**config.mk**
```make
export PLATFORM = sky130hd
export DESIGN_NAME = isp8_ienc
export DESIGN_NICKNAME = d
export VERILOG_FILES = /design/src/rtl/isp8_ienc.sv
export SDC_FILE = /design/constraint.sdc
export NUM_CORES = 1
export LEC_CHECK = 0
export CORE_ASPECT_RATIO = 1.75
export CORE_MARGIN = 1
export CORE_UTILIZATION = 40
export DETAILED_ROUTE_END_ITERATION = 8
export MAX_ROUTING_LAYER = met4
export PLACE_DENSITY = 0.77
export SETUP_SLACK_MARGIN = 0.4
export SYNTH_ARGS = -nofsm -noshare
export SYNTH_HDL_FRONTEND = slang
export SYNTH_SLANG_ARGS = --single-unit
```
**constraint.sdc**
```tcl
create_clock -name clk -period 2.65 [get_ports clk]
set_input_delay 0.53 -clock clk [delete_from_list [all_inputs] [get_ports clk]]
set_output_delay 0.53 -clock clk [all_outputs]
set_load 0.01 [all_outputs]
```
**src/rtl/isp8_ienc.sv**
```systemverilog
// isp8 instruction encoder/loader: packs mnemonic commands into 18-bit words and writes them to PROM.
// Optional ISP8_IENC_READBACK_EN adds a read-back/verify pass after each write.
module isp8_ienc #(
   parameter int PROM_AW = 10
) (
   input  logic               clk,
   input  logic               rst_n,
   input  logic               cmd_valid,
   output logic               cmd_ready,
   input  logic [5:0]         cmd_op,
   input  logic               cmd_imm,
   input  logic [4:0]         cmd_rd,
   input  logic [4:0]         cmd_rb,
   input  logic [7:0]         cmd_data,
   input  logic [PROM_AW-1:0] cmd_target,
   input  logic               addr_load,
   input  logic [PROM_AW-1:0] addr_value,
   input  logic               clr_err,
   output logic               prom_we,
   output logic               prom_re,
   output logic [PROM_AW-1:0] prom_addr,
   output logic [17:0]        prom_wdata,
   input  logic [17:0]        prom_rdata,
   output logic               busy,
   output logic               err_op,
   output logic               err_verify,
   output logic               wrapped
);

   localparam logic [1:0] S_IDLE  = 2'd0;
   localparam logic [1:0] S_WRITE = 2'd1;
`ifdef ISP8_IENC_READBACK_EN
   localparam logic [1:0] S_READ  = 2'd2;
   localparam logic [1:0] S_CHECK = 2'd3;
`endif

   logic [1:0]         state_q, state_d;
   logic [PROM_AW-1:0] ptr_q, ptr_d;
   logic [17:0]        wdata_q, wdata_d;
   logic               err_op_q, err_verify_q, wrapped_q;
   logic               eop_set, ever_set, wrap_set, bump;

   logic [17:0] enc;
   logic        legal;
   logic [5:0]  k;
   logic [11:0] tgt12;
   logic        tgt_ok;

   // Branch targets occupy 12 bits; wider pointers must be sign-compatible with bit 11.
   generate
      if (PROM_AW < 12) begin : g_tgt_narrow
         assign tgt12  = {{(12-PROM_AW){1'b0}}, cmd_target};
         assign tgt_ok = 1'b1;
      end else if (PROM_AW == 12) begin : g_tgt_exact
         assign tgt12  = cmd_target;
         assign tgt_ok = 1'b1;
      end else begin : g_tgt_wide
         assign tgt12  = cmd_target[11:0];
         assign tgt_ok = (cmd_target[PROM_AW-1:12] == {(PROM_AW-12){cmd_target[11]}});
      end
   endgenerate

   always_comb begin
      enc   = '0;
      legal = 1'b1;
      k     = '0;
      if (cmd_op <= 6'd9) begin
         enc[17:14] = cmd_op[3:0];
         enc[13]    = cmd_imm;
         enc[12:8]  = cmd_rd;
         enc[7:0]   = cmd_imm ? cmd_data : {cmd_rb, 3'b000};
      end else if (cmd_op <= 6'd13) begin
         // ror/rorc/rol/rolc map to 00/10/01/11: code offset with its bits swapped
         k          = cmd_op - 6'd10;
         enc[17:14] = 4'b1010;
         enc[12:8]  = cmd_rd;
         enc[7:3]   = cmd_rb;
         enc[1:0]   = {k[0], k[1]};
      end else if (cmd_op <= 6'd19) begin
         k          = cmd_op - 6'd14;
         enc[17:14] = 4'b1011;
         enc[2:0]   = k[2:0];
      end else if (cmd_op <= 6'd27) begin
         k          = cmd_op - 6'd20;
         enc[17:14] = 4'b1011;
         enc[13]    = 1'b1;
         enc[12:8]  = cmd_rd;
         enc[7:3]   = cmd_rb;
         enc[2:0]   = k[2:0];
      end else if (cmd_op <= 6'd31) begin
         k          = cmd_op - 6'd28;
         enc[17:14] = 4'b1100;
         enc[13:12] = k[1:0];
         enc[11:0]  = tgt12;
         legal      = tgt_ok;
      end else if (cmd_op == 6'd32) begin
         enc[17:14] = 4'b1110;
         enc[13:12] = 2'b11;
         enc[11:0]  = tgt12;
         legal      = tgt_ok;
      end else if (cmd_op <= 6'd36) begin
         k          = cmd_op - 6'd33;
         enc[17:14] = 4'b1101;
         enc[13:12] = k[1:0];
         enc[11:0]  = tgt12;
         legal      = tgt_ok;
      end else if (cmd_op == 6'd37) begin
         enc[17:14] = 4'b1110;
         enc[11:0]  = tgt12;
         legal      = tgt_ok;
      end else if (cmd_op <= 6'd39) begin
         k          = cmd_op - 6'd37;
         enc[17:14] = 4'b1110;
         enc[13:12] = k[1:0];
      end else begin
         legal = 1'b0;
      end
   end

   always_comb begin
      state_d  = state_q;
      ptr_d    = ptr_q;
      wdata_d  = wdata_q;
      eop_set  = 1'b0;
      ever_set = 1'b0;
      bump     = 1'b0;
      case (state_q)
         S_IDLE: begin
            if (addr_load) begin
               ptr_d = addr_value;
            end else if (cmd_valid) begin
               if (legal) begin
                  wdata_d = enc;
                  state_d = S_WRITE;
               end else begin
                  eop_set = 1'b1;
               end
            end
         end
`ifdef ISP8_IENC_READBACK_EN
         S_WRITE: state_d = S_READ;
         S_READ:  state_d = S_CHECK;
         S_CHECK: begin
            ever_set = (prom_rdata != wdata_q);
            bump     = 1'b1;
            state_d  = S_IDLE;
         end
`else
         S_WRITE: begin
            bump    = 1'b1;
            state_d = S_IDLE;
         end
`endif
         default: state_d = S_IDLE;
      endcase
      wrap_set = bump & (ptr_q == {PROM_AW{1'b1}});
      if (bump) ptr_d = ptr_q + PROM_AW'(1);
   end

   always_ff @(posedge clk) begin
      if (!rst_n) begin
         state_q      <= S_IDLE;
         ptr_q        <= '0;
         wdata_q      <= '0;
         err_op_q     <= 1'b0;
         err_verify_q <= 1'b0;
         wrapped_q    <= 1'b0;
      end else begin
         state_q      <= state_d;
         ptr_q        <= ptr_d;
         wdata_q      <= wdata_d;
         err_op_q     <= eop_set  | (err_op_q     & ~clr_err);
         err_verify_q <= ever_set | (err_verify_q & ~clr_err);
         wrapped_q    <= wrap_set | (wrapped_q    & ~clr_err);
      end
   end

   // Strobes are gated by reset so a word caught mid-write is never committed.
   assign cmd_ready  = (state_q == S_IDLE) & ~addr_load & rst_n;
   assign prom_we    = (state_q == S_WRITE) & rst_n;
`ifdef ISP8_IENC_READBACK_EN
   assign prom_re    = (state_q == S_READ) & rst_n;
   assign err_verify = err_verify_q;
`else
   logic rdata_unused;
   logic everq_unused;
   assign rdata_unused = ^prom_rdata;
   assign everq_unused = err_verify_q;
   assign prom_re      = 1'b0;
   assign err_verify   = 1'b0;
`endif
   assign prom_addr  = ptr_q;
   assign prom_wdata = wdata_q;
   assign busy       = (state_q != S_IDLE);
   assign err_op     = err_op_q;
   assign wrapped    = wrapped_q;

endmodule

```
== Yosys cells after proc, flatten, opt, wreduce, memory -nomap -nowiden ==
Index checks and enable logic that the tools add are counted.

* Register bits: 31
* Word-level logic and storage cells: 74
* Output and inout bits: 35

* Bitwise operators: 10
* Add/subtract/negate cells: 7
* Muxes and demuxes: 35
* Reductions and logical operators: 7
* Magnitude comparators: 7
* Equality and inequality tests: 3

{| class="wikitable"
|+ Operators by type and width
! operator !! number
|-
| $mux 18 || 5
|-
| $mux 10 || 5
|-
| $le 6x5->1 const B || 3
|-
| $mux 1 || 16
|-
| $eq 6x6->1 const B || 2
|-
| $le 6x4->1 const B || 2
|-
| $le 6x6->1 const B || 2
|-
| $mux 4 || 3
|-
| $mux 11 || 1
|-
| $add 10x1->10 const B || 1
|-
| $eq 10x10->1 const B || 1
|-
| $mux 8 || 1
|-
| $and 1x1->1 || 6
|-
| $mux 6 || 1
|-
| $sub 2x1->2 const B || 3
|-
| $sub 3x3->3 const B || 2
|-
| $mux 2 || 2
|-
| $reduce_and 2->1 || 2
|-
| $reduce_and 4->1 || 1
|-
| $reduce_bool 2->1 || 2
|-
| $mux 3 || 1
|-
| $reduce_and 3->1 || 1
|-
| $logic_not 2->1 || 1
|-
| $not 1->1 || 2
|-
| 2 further kinds || 3
|}

== Depth between registers and ports, before layout ==
Gate-level depths: netlist (run 1).

* Word-level depth: 15
* Mapped depth: 8
* Mapped depth without buffers: 7

== Least setup slack after synthesis (run 1) ==
OpenSTA, ideal clock, no wires.

* Path kind: in2reg
* From: input port cmd_op[1]
* To: register wdata_q[7] (netlist: prom_wdata[7])
* Arrival: 2024 ps
* Required time: 2533 ps
* Setup time: 117 ps
* Cell stages on the path: 8
* Slack: 509 ps
* Buffers on the path: 1
* Cell sequence: inv_1 -> ha_1 -> or3b_4 -> o311a_1 -> buf_6 -> nand2_4 -> a21oi_1 -> a22o_1

* Cells in the longest elaborated chain, start to end: 11
* Elaborated cells on any way between the ends: 27
* Those cells by class: 7 x order compare; 2 x eq/ne; 17 x mux; 1 x reduce/logical

{| class="wikitable"
|+ Ends and longest elaborated chain
! item !! RTL line !! source
|-
| start: declaration || 10 || <nowiki>input logic [5:0] cmd_op,</nowiki>
|-
| $le 6x6->1 || 111 || <nowiki>end else if (cmd_op <= 6'd39) begin</nowiki>
|-
| $mux 1 || 111 ||
|-
| $mux 1 || 107 || <nowiki>end else if (cmd_op == 6'd37) begin</nowiki>
|-
| $mux 1 || 101 || <nowiki>end else if (cmd_op <= 6'd36) begin</nowiki>
|-
| $mux 1 || 96 || <nowiki>end else if (cmd_op == 6'd32) begin</nowiki>
|-
| $mux 1 || 90 || <nowiki>end else if (cmd_op <= 6'd31) begin</nowiki>
|-
| $mux 1 || 83 || <nowiki>end else if (cmd_op <= 6'd27) begin</nowiki>
|-
| $mux 1 || 79 || <nowiki>end else if (cmd_op <= 6'd19) begin</nowiki>
|-
| $mux 1 || 72 || <nowiki>end else if (cmd_op <= 6'd13) begin</nowiki>
|-
| $mux 1 || 67 || <nowiki>if (cmd_op <= 6'd9) begin</nowiki>
|-
| $reduce_and 4->1 (no source line) || - ||
|-
| end signal: assignment || 171 || <nowiki>wdata_q <= wdata_d;</nowiki>
|-
| end: declaration || 39 || <nowiki>logic [17:0] wdata_q, wdata_d;</nowiki>
|}

Parallel ways exist; a longest one is shown, timed or not.
A chain may end at the register's enable or synchronous reset.

== Worst setup path after layout (run 1) ==
Ends and elaborated chain as after synthesis.

==> reports/qor.yml, run 1 <==
outcome: "finished clean"
cts_root_buffer: "clkbuf_8"
seqCellArea_um2: 621
clock-sinks: 31
utilization_pct: 70.2
ir_worst_vdd_mv: 0.402
clk-insertion-delay-late_ps: 280
ys_types: 60
hold_viol_final: 0
grt.total_usage_pct: 25.5
grt_pass1_wl_um: 10400
slew_viol_final: 0
worstMarginPinSlew_ps: 528
crit_path_end_kind: "flop"
die_y_um: 95.9
fmax_ghz: 0.460
final_cells: 409
synth_edf_count: 0
initial_utilization_pct: 42.4
syn_inst: 241
fin_skew_ps: 2.19
drt-vias-per-instance: 5.71
avgRoutedWirePerCell_um: 16.1
insertedDiodeCount: 0
power-per-cell-area_nw_per_um2: 420
netlist_area_um2: 2010
grt_max_degree: 22
grt_setup_unrepaired: "false"
first_global_vias: 2256
gr-total-overflow: 0
ys_ff_latch: 31
place_inst: 394
cp_max_fo: 7
synth.avg_cell_area_um2: 8.36
antenna_found_initial: 0
cts_tree: "done"
syn2layout_area_growth_pct: 65.4
setup-tns-final_ps: 0
placed_area_um2: 3090
synth_top_cell_by_area: "dfxtp_1"
path_clk_slew_ps: 70
place.gp.congestion: 0.956
cp.required_ps: 2830
yosysMostFrequentCell: "dfxtp_1"
yosysWarnings: 0
dieArea_um2: 5330
worstSetupPathType: "in2reg"
synth.area.top_cells: "dfxtp_1 (31%), a211oi_1 (5.6%), a21oi_1 (5.5%)"
cts_buffers: 5
worstPathArrival_ps: 2350
drtPass1Iterations: 4
io_pins: 103
drtIter0Drc: 88
nFillCells: 389
die_x_um: 55.6
leakage_nw: 1.32
dp_slack_ps: -171
finalNetCount: 430
core_um2: 4750
clockBufferDepth: 2
ys_top_cells_by_count: "dfxtp_1 (31), a21oi_1 (22), a211oi_1 (15)"
netlist.area_leader.share_pct: 30.8
slew_headroom_pct: 64.8
num_vias: 2336
async_flop_share_pct: 0
finalCritPeriodShare_pct: 82.1
setup_ws_ps: 474
finalSetupViolations: 0
rows: 33
fin_area_um2: 3330
wl_um: 6590
drive_above_1_share_pct: 20.2
ant_nets: 0
dp_hpwl_um: 4900
cap_violations: 0
ys.flop_type: "dfxtp_1"
crit_path_start_kind: "input port"
drcViolationCount: 0
multi_input_area_um2: 1340
fin_crit_ps: 2180
portBuffers: 82
hp-class: "reg2reg"
h-tree-depth: 2
ys_seq_area_share_pct: 30.8
## logic make-up after synthesis
family	synth area share (%)
buf+inv	6.65
mux	4.04
fa+ha+maj	3.73
flops	30.8
simple gates	17.0
xor+xnor	3.04
compound gates	34.5
other cells	0.186
## cell type report
cell class / count / area share (%)
clock inverters: 2 / 1.05
flip-flops and latches: 31 / 18.6
multi-input cells: 184 / 40.1
clock buffers: 6 / 2.48
inverters: 9 / 1.01
well taps: 52 / 1.95
repair buffers: 125 / 34.7
## critical path: stages
cell           delay [ps]
dlygate4sd2_1         250
buf_4                 150
ha_1                  190
nor2b_4               150
buf_4                 130
o2111ai_1             240
nand2_2               170
a221o_1               330
a22o_1                210
## routing by layer
metal	GRT usage (%)	share of wire (%)	routed length [µm]	vias up
met4	16.0	4.7	309	0
li1	-	-	-	1143
met5	-	0	0	-
met2	46.9	53	3490	94
met1	25.3	38	2490	1074
met3	3.49	4.5	296	25
## where the power goes
group	switching (mW)	internal [mW]	total (mW)
Clock	0.182	0.304	0.486
Sequential	0.0230	0.491	0.514
Combinational	0.172	0.227	0.399
Total	0.377	1.02	1.40
## per-stage QoR
| stage | hold WS (ps) | total power, mW |
|---|---|---|
| 2_1_floorplan | 489 | 0.691 |
| 4_1_cts | 477 | 1.40 |
| 6_report | 473 | 1.40 |
| 5_1_grt | 494 | 1.46 |
| 3_5_place_dp | 461 | 0.899 |
| 3_3_place_gp | 453 | 0.894 |
## sequential cells by signal (all words and copies together) (netlist names)
signal and cells:
state_q 1, err_op 1, prom_wdata 18, prom_addr 10
wrapped 1
## worst paths after layout
check	startpoint	end	slack [ps]	depth (start not counted)
min	prom_wdata[7]	prom_wdata[7]	470	1
min reg2reg	prom_wdata[7]	prom_wdata[7]	470	1
max reg2reg	state_q[0]	prom_wdata[15]	840	6
max	cmd_op[1]	prom_wdata[7]	470	9
## layout by cell type, fill, tap and decap left out, drive strengths merged, types with 2 or more instances in the layout
cell type / count
or3b: 2
o31ai: 2
a22oi: 3
a221o: 5
clkinv: 2
nand4: 2
nor3b: 2
nor2: 10
conb: 2
nor3: 4
a311oi: 2
and3: 3
nor2b: 9
xnor2: 3
xor2: 4
nor4: 2
a21boi: 3
o21ai: 20
o21a: 2
dfxtp: 31
dlygate4sd2: 3
o311a: 2
a211o: 2
mux2i: 7
ha: 6
clkdlybuf4s50: 77
a22o: 5
nand2: 7
a31oi: 6
nand3: 10
inv: 8
nand2b: 6
a211oi: 16
clkbuf: 7
buf: 43
a21oi: 22
## timing repair
item                       in CTS  in global routing
buffers inserted                6                  0
gates cloned                    1                  0
hold buffers                    0                  0
setup endpoints to repair      21                 10
resized for setup              16                  7
pin swaps                       5                  1
Note: power is estimated with default switching activity, not from simulation.
==> inputs of run 2 (changes only) <==
==> constraint.sdc (replaced) <==
create_clock -name clk -period 2.1 [get_ports clk]
set_input_delay 0.42 -clock clk [delete_from_list [all_inputs] [get_ports clk]]
set_output_delay 0.42 -clock clk [all_outputs]
set_load 0.01 [all_outputs]
==> run 2 against run 1 <==
  * Clock skew up 2.2 ps
  * Combinational power up 51%
  * Utilization up 9.3 points
  * First-iteration DRC count up 81%
  * Global-route usage up 2.7 points
==> reports/qor.yml, run 2 (synthesis gave the netlist of run 1 again) <==
outcome: "finished clean"
clockBufferDepth: 2  # unchanged
finalSetupViolations: 0  # unchanged
ir_worst_vdd_mv: 0.709  # +76%
finalNetCount: 452  # +5.1%
drtPass1Iterations: 4  # unchanged
fmax_ghz: 0.539
path_clk_slew_ps: 70  # about the same
grt_max_degree: 27  # +23%
leakage_nw: 1.51  # +15%
min_path_cells: 3  # +2
final_cell_mix: "clkdlybuf4s50_1 (70), buf_4 (45), dfxtp_1 (23)"
hold_end: "prom_wdata[14]"
dp_hpwl_um: 5220  # +6.6%
p_clk_share_pct: 33.0  # -1.7 points
dp_slack_ps: -642  # -471 ps
hold_start: "cmd_op[0]"
internal_power_mw: 1.35  # +32%
syn2layout_area_growth_pct: 87.4
cap_violations: 0  # unchanged
core_um2: 4750  # unchanged
p_seq_share_pct: 34.9  # -1.9 points
p_comb_share_pct: 32.2  # +3.7 points
die_x_um: 55.6  # unchanged
cts_root_buffer: "clkbuf_8"
worstPathArrival_ps: 2040  # -310 ps
layout_commonest_cell: "clkdlybuf4s50_1"
placed_area_um2: 3200  # +3.4%
drt-vias-per-instance: 5.81  # +1.7%
drive_above_1_share_pct: 35.6  # +15 points
hp-class: "in2reg"
dr_wl_met3_um: 310  # +4.7%
slew_viol_final: 0  # unchanged
path_buf_inv: 2  # -1
insertedDiodeCount: 0  # unchanged
cts_tree: "done"
drtIter0Drc: 159  # +81%
wl_um: 7700  # +17%
cp_cell_sequence: "buf_8 -> buf_6 -> ha_4 -> or3b_4 -> o311a_4 -> nand2_4 -> a21oi_1 -> a22o_1"
die_y_um: 95.9  # unchanged
cts_buffers: 5  # unchanged
finalCritPeriodShare_pct: 88.3
place.gp.congestion: 0.957  # about the same
r2r_setup_slack_ps: 630  # -210 ps
drcViolationCount: 0  # unchanged
fin_skew_ps: 4.40  # +2.21 ps
avgRoutedWirePerCell_um: 17.9  # +11%
fin_crit_ps: 1850
ff2ff_path_depth: 6  # unchanged
worstSetupPathType: "in2reg"
place_inst: 409  # +3.8%
io_pins: 103  # unchanged
top_layer: "met4"
power-per-cell-area_nw_per_um2: 497  # +18%
p_sw_mw: 0.528  # +40%
largest_register_ff_count: 18  # unchanged
setup_ws_ps: 246  # -228 ps
grt.total_usage_pct: 28.3  # +2.7 points
gr-total-overflow: 0  # unchanged
hold_viol_final: 0  # unchanged
setup-tns-final_ps: 0  # unchanged
crit_path_end_kind: "flop"
clock-sinks: 31  # unchanged
cp_max_fo: 6  # -1
switching_share_pct: 28.2  # +1.2 points
initial_utilization_pct: 42.4  # unchanged
final_cells: 431  # +5.4%
dieArea_um2: 5330  # unchanged
critical-path-top-delay-family: "compound AO/OA/AOI/OAI gates"
clk-insertion-delay-late_ps: 290  # about the same
cp_slowest_cell: "or3b_4"
timing.rr.start: "state_q[0]"
rows: 33  # unchanged
drt-met1-wl_um: 2800  # +13%
antenna_found_initial: 0  # unchanged
utilization_pct: 79.5  # +9.3 points
hold_ws_ps: 400  # -72.8 ps
grt_setup_unrepaired: "true"
first_global_vias: 2465  # +9.3%
critPathMaxStageDelay_ps: 420  # +90 ps
p_total_mw: 1.88  # +34%
wl_met2_um: 4240  # +22%
crit_path_start_kind: "input port"
grt_pass1_wl_um: 11400  # +9.0%
h-tree-depth: 2  # unchanged
cp.required_ps: 2280  # -550 ps
portBuffers: 82  # unchanged
fin_area_um2: 3770  # +13%
ant_nets: 0  # unchanged
r2r_end: "prom_wdata[17]"
num_vias: 2504  # +7.2%
==> run 2: layer usage <==
layer	GRT usage (%)	up-vias
met5	-	-
met4	18.5	0
met3	3.49	26
met2	53.0	102
met1	26.9	1182
li1	-	1194
==> run 2: worst reg2reg max path, stage by stage, from the launching register on <==
cell and delay (ps):
dfxtp_2 340, nor3b_2 180, buf_4 170, o311a_4 280, buf_6 140, nor2_4 40
a311oi_2 230
==> run 2: worst max path at each step <==
stage               slack, ps       endpoint  cells after the start      start
finish                    250  prom_wdata[7]                      8  cmd_op[0]
global route              200  prom_wdata[1]                     10  cmd_op[0]
CTS                       250  prom_wdata[7]                      8  cmd_op[0]
detailed placement       -640  prom_wdata[6]                      8  cmd_op[0]
global placement         -650  prom_wdata[7]                      8  cmd_op[0]
floorplan                 100  prom_wdata[7]                      8  cmd_op[1]
==> run 2: timing repair <==
| action | CTS | global route |
|---|---|---|
| setup endpoints to repair | 24 | 28 |
| resized for setup | 64 | 45 |
| buffers inserted | 6 | 5 |
| gates cloned | 2 | 1 |
| hold buffers | 0 | 0 |
| pin swaps | 11 | 27 |
==> run 2: power by group through the flow <==
stage / Clock [mW] / Sequential [mW] / Combinational, mW
floorplan: 0 / 0.672 / 0.202
CTS: 0.619 / 0.650 / 0.547
finish: 0.618 / 0.654 / 0.604
global placement: 0 / 0.661 / 0.494
detailed placement: 0 / 0.661 / 0.498
global route: 0.644 / 0.657 / 0.641
==> run 2: layout make-up <==
type | instances | area (µm²)
clock buffer | 6 | 82.6
clock inverter | 2 | 35.0
fill | 318 | 973
inverter | 9 | 33.8
multi-input combinational | 184 | 1550
sequential | 31 | 631
tap | 52 | 65.1
timing repair buffer | 147 | 1380
==> inputs of run 3 (changes only) <==
--- a/config.mk
+++ b/config.mk
@@ -9,6 +9,7 @@
 export CORE_MARGIN = 1
 export CORE_UTILIZATION = 40
 export DETAILED_ROUTE_END_ITERATION = 8
+export GPL_TIMING_DRIVEN = 0
 export MAX_ROUTING_LAYER = met4
 export PLACE_DENSITY = 0.77
 export SETUP_SLACK_MARGIN = 0.4
==> run 3 against run 2 <==
  * Non-clock buffer count fell by 23
  * Utilization fell by 4.1 points
  * Via count fell by 2.4%
  * Sequential share of layout area rose by 0.92 points
  * Cell count fell by 5.6%
  * Clock skew rose by 5.3 ps
  * Combinational power fell by 7.0%
==> reports/qor.yml, run 3 (synthesis gave the netlist of run 1 again) <==
io_pins: 103  # unchanged
clk-insertion-delay-late_ps: 280  # about the same
power-per-cell-area_nw_per_um2: 512  # +3.1%
first_global_vias: 2373  # -3.7%
hold_buffers: 0  # unchanged
final_cells: 407  # -5.6%
clock-sinks: 31  # unchanged
place.gp.congestion: 0.914  # -4.5%
cts_tree: "done"
dp_slack_ps: -985  # -344 ps
drcViolationCount: 0  # unchanged
hold_ws_ps: 422  # +22.5 ps
slew_viol_final: 0  # unchanged
worstSetupPathType: "in2reg"
finalNetCount: 428  # -5.3%
cts_buffers: 5  # unchanged
die_y_um: 95.9  # unchanged
dieArea_um2: 5330  # unchanged
initial_utilization_pct: 42.4  # unchanged
num_vias: 2445  # -2.4%
place_inst: 375  # -8.3%
gr-total-overflow: 0  # unchanged
ant_nets: 0  # unchanged
cts_root_buffer: "clkbuf_8"
wl_um: 7520  # -2.5%
critPathMaxStageDelay_ps: 410  # about the same
fin_skew_ps: 9.68  # +5.28 ps
crit_path_start_kind: "input port"
nFillCells: 320  # +0.63%
cp_cell_sequence: "buf_12 -> inv_8 -> ha_4 -> or3b_4 -> o311a_4 -> buf_4 -> buf_6 -> nand2b_4 -> a21oi_2"
core_um2: 4750  # unchanged
final_cell_mix: "clkdlybuf4s50_1 (70), buf_4 (26), dfxtp_1 (23)"
cap_violations: 0  # unchanged
dr_wl_met3_um: 338  # +9.0%
rows: 33  # unchanged
hp-class: "in2reg"
fin_crit_ps: 1830  # -28.6 ps
grt.total_usage_pct: 28.3  # +0.034 points
insertedDiodeCount: 0  # unchanged
portBuffers: 81  # -1.2%
r2r_setup_slack_ps: 430  # -200 ps
leakage_nw: 1.37  # -9.5%
drtPass1Iterations: 4  # unchanged
p_total_mw: 1.83  # -2.3%
outcome: "finished clean"
cp_slowest_cell: "or3b_4"
hold_viol_final: 0  # unchanged
avgRoutedWirePerCell_um: 18.5  # +3.3%
finalCritPeriodShare_pct: 86.9  # -1.4 points
clockBufferDepth: 2  # unchanged
utilization_pct: 75.4  # -4.1 points
grt_max_degree: 11  # -59%
worstPathArrival_ps: 2030  # about the same
drt-met1-wl_um: 2730  # -2.8%
top_layer: "met4"
finalSetupViolations: 0  # unchanged
layout_commonest_cell: "clkdlybuf4s50_1"
cp.required_ps: 2310  # +30 ps
largest_register_ff_count: 18  # unchanged
die_x_um: 55.6  # unchanged
fmax_ghz: 0.548  # +1.6%
slew_headroom_pct: 59.7
cp_max_fo: 5  # -1
path_clk_slew_ps: 70  # about the same
drive_above_1_share_pct: 30.4  # -5.2 points
worstMarginPinSlew_ps: 605
setup_ws_ps: 275  # +28.6 ps
grt_pass1_wl_um: 11500  # +1.1%
syn2layout_area_growth_pct: 77.6
crit_path_end_kind: "flop"
h-tree-depth: 2  # unchanged
ir_worst_vdd_mv: 0.485  # -32%
antenna_found_initial: 0  # unchanged
drt-vias-per-instance: 6.01  # +3.4%
wl_met2_um: 4140  # -2.4%
dp_hpwl_um: 5000  # -4.2%
drtIter0Drc: 151  # -5.0%
grt_setup_unrepaired: "true"
==> run 3: changes by cell type in the layout (fill, tap and decap cells not counted), moves of 3 or more <==
cell	before	now
o21ai_2	5	8
buf_4	45	26
ha_1	1	4
clkbuf_2	0	3
o21ai_1	6	0
buf_2	3	0
buf_6	18	5
==> run 3: worst max-delay path: cells and delay by family <==
kind / cells / cell delay (ps)
buffers and inverters: 4 / 390
AND/OR/NAND/NOR: 2 / 550
adder cells (fa/ha/maj): 1 / 150
AO/OA/AOI/OAI: 2 / 510
==> run 3: layout make-up <==
type / instances / area (µm²) / area share (%)
repair buffers: 105 / 1040 / 29.0
multi-input cells: 183 / 1500 / 41.9
clock inverters: 2 / 35.0 / 0.979
clock buffers: 6 / 82.6 / 2.31
flip-flops and latches: 31 / 631 / 17.6
well taps: 52 / 65.1 / 1.82
inverters: 9 / 48.8 / 1.36
plain buffers: 19 / 179 / 5.00
==> run 3: worst paths after layout <==
path / from / to / cells after the start
worst max-delay path: cmd_op[1] / prom_wdata[15] / 9
worst min-delay path: cmd_op[0] / prom_wdata[14] / 3
worst max register to register: state_q[0] / prom_wdata[15] / 7
worst min register to register: prom_wdata[11] / prom_wdata[11] / 2
==> run 3: power breakdown <==
part | switching [mW] | internal, mW | total (mW) | leakage, nW
logic | 0.252 | 0.310 | 0.562 | 1.05
registers | 0.0350 | 0.622 | 0.657 | 0.256
clock network | 0.230 | 0.384 | 0.614 | 0.0612
==> run 3: stage by stage <==
stage | setup TNS [ps] | area, µm²
2_1_floorplan | 0 | 2020
6_report | 0 | 3580
3_3_place_gp | -16130 | 2900
5_1_grt | 0 | 3580
3_5_place_dp | -16660 | 2900
4_1_cts | 0 | 3510
==> run 3: repair_timing <==
| action | 4_1_cts | 5_1_grt |
|---|---|---|
| gates cloned | 2 | 0 |
| setup endpoints to repair | 28 | 25 |
| pin swaps | 17 | 3 |
| endpoints found under the hold margin | 0 | 0 |
| gates resized for setup | 111 | 20 |
| setup buffers | 21 | 1 |
==> run 3: routing by layer <==
| metal | global-route usage, % | up-vias |
|---|---|---|
| li1 | - | 1136 |
| met1 | 27.9 | 1162 |
| met2 | 54.2 | 123 |
| met3 | 2.42 | 24 |
| met4 | 15.4 | 0 |
| met5 | - | - |
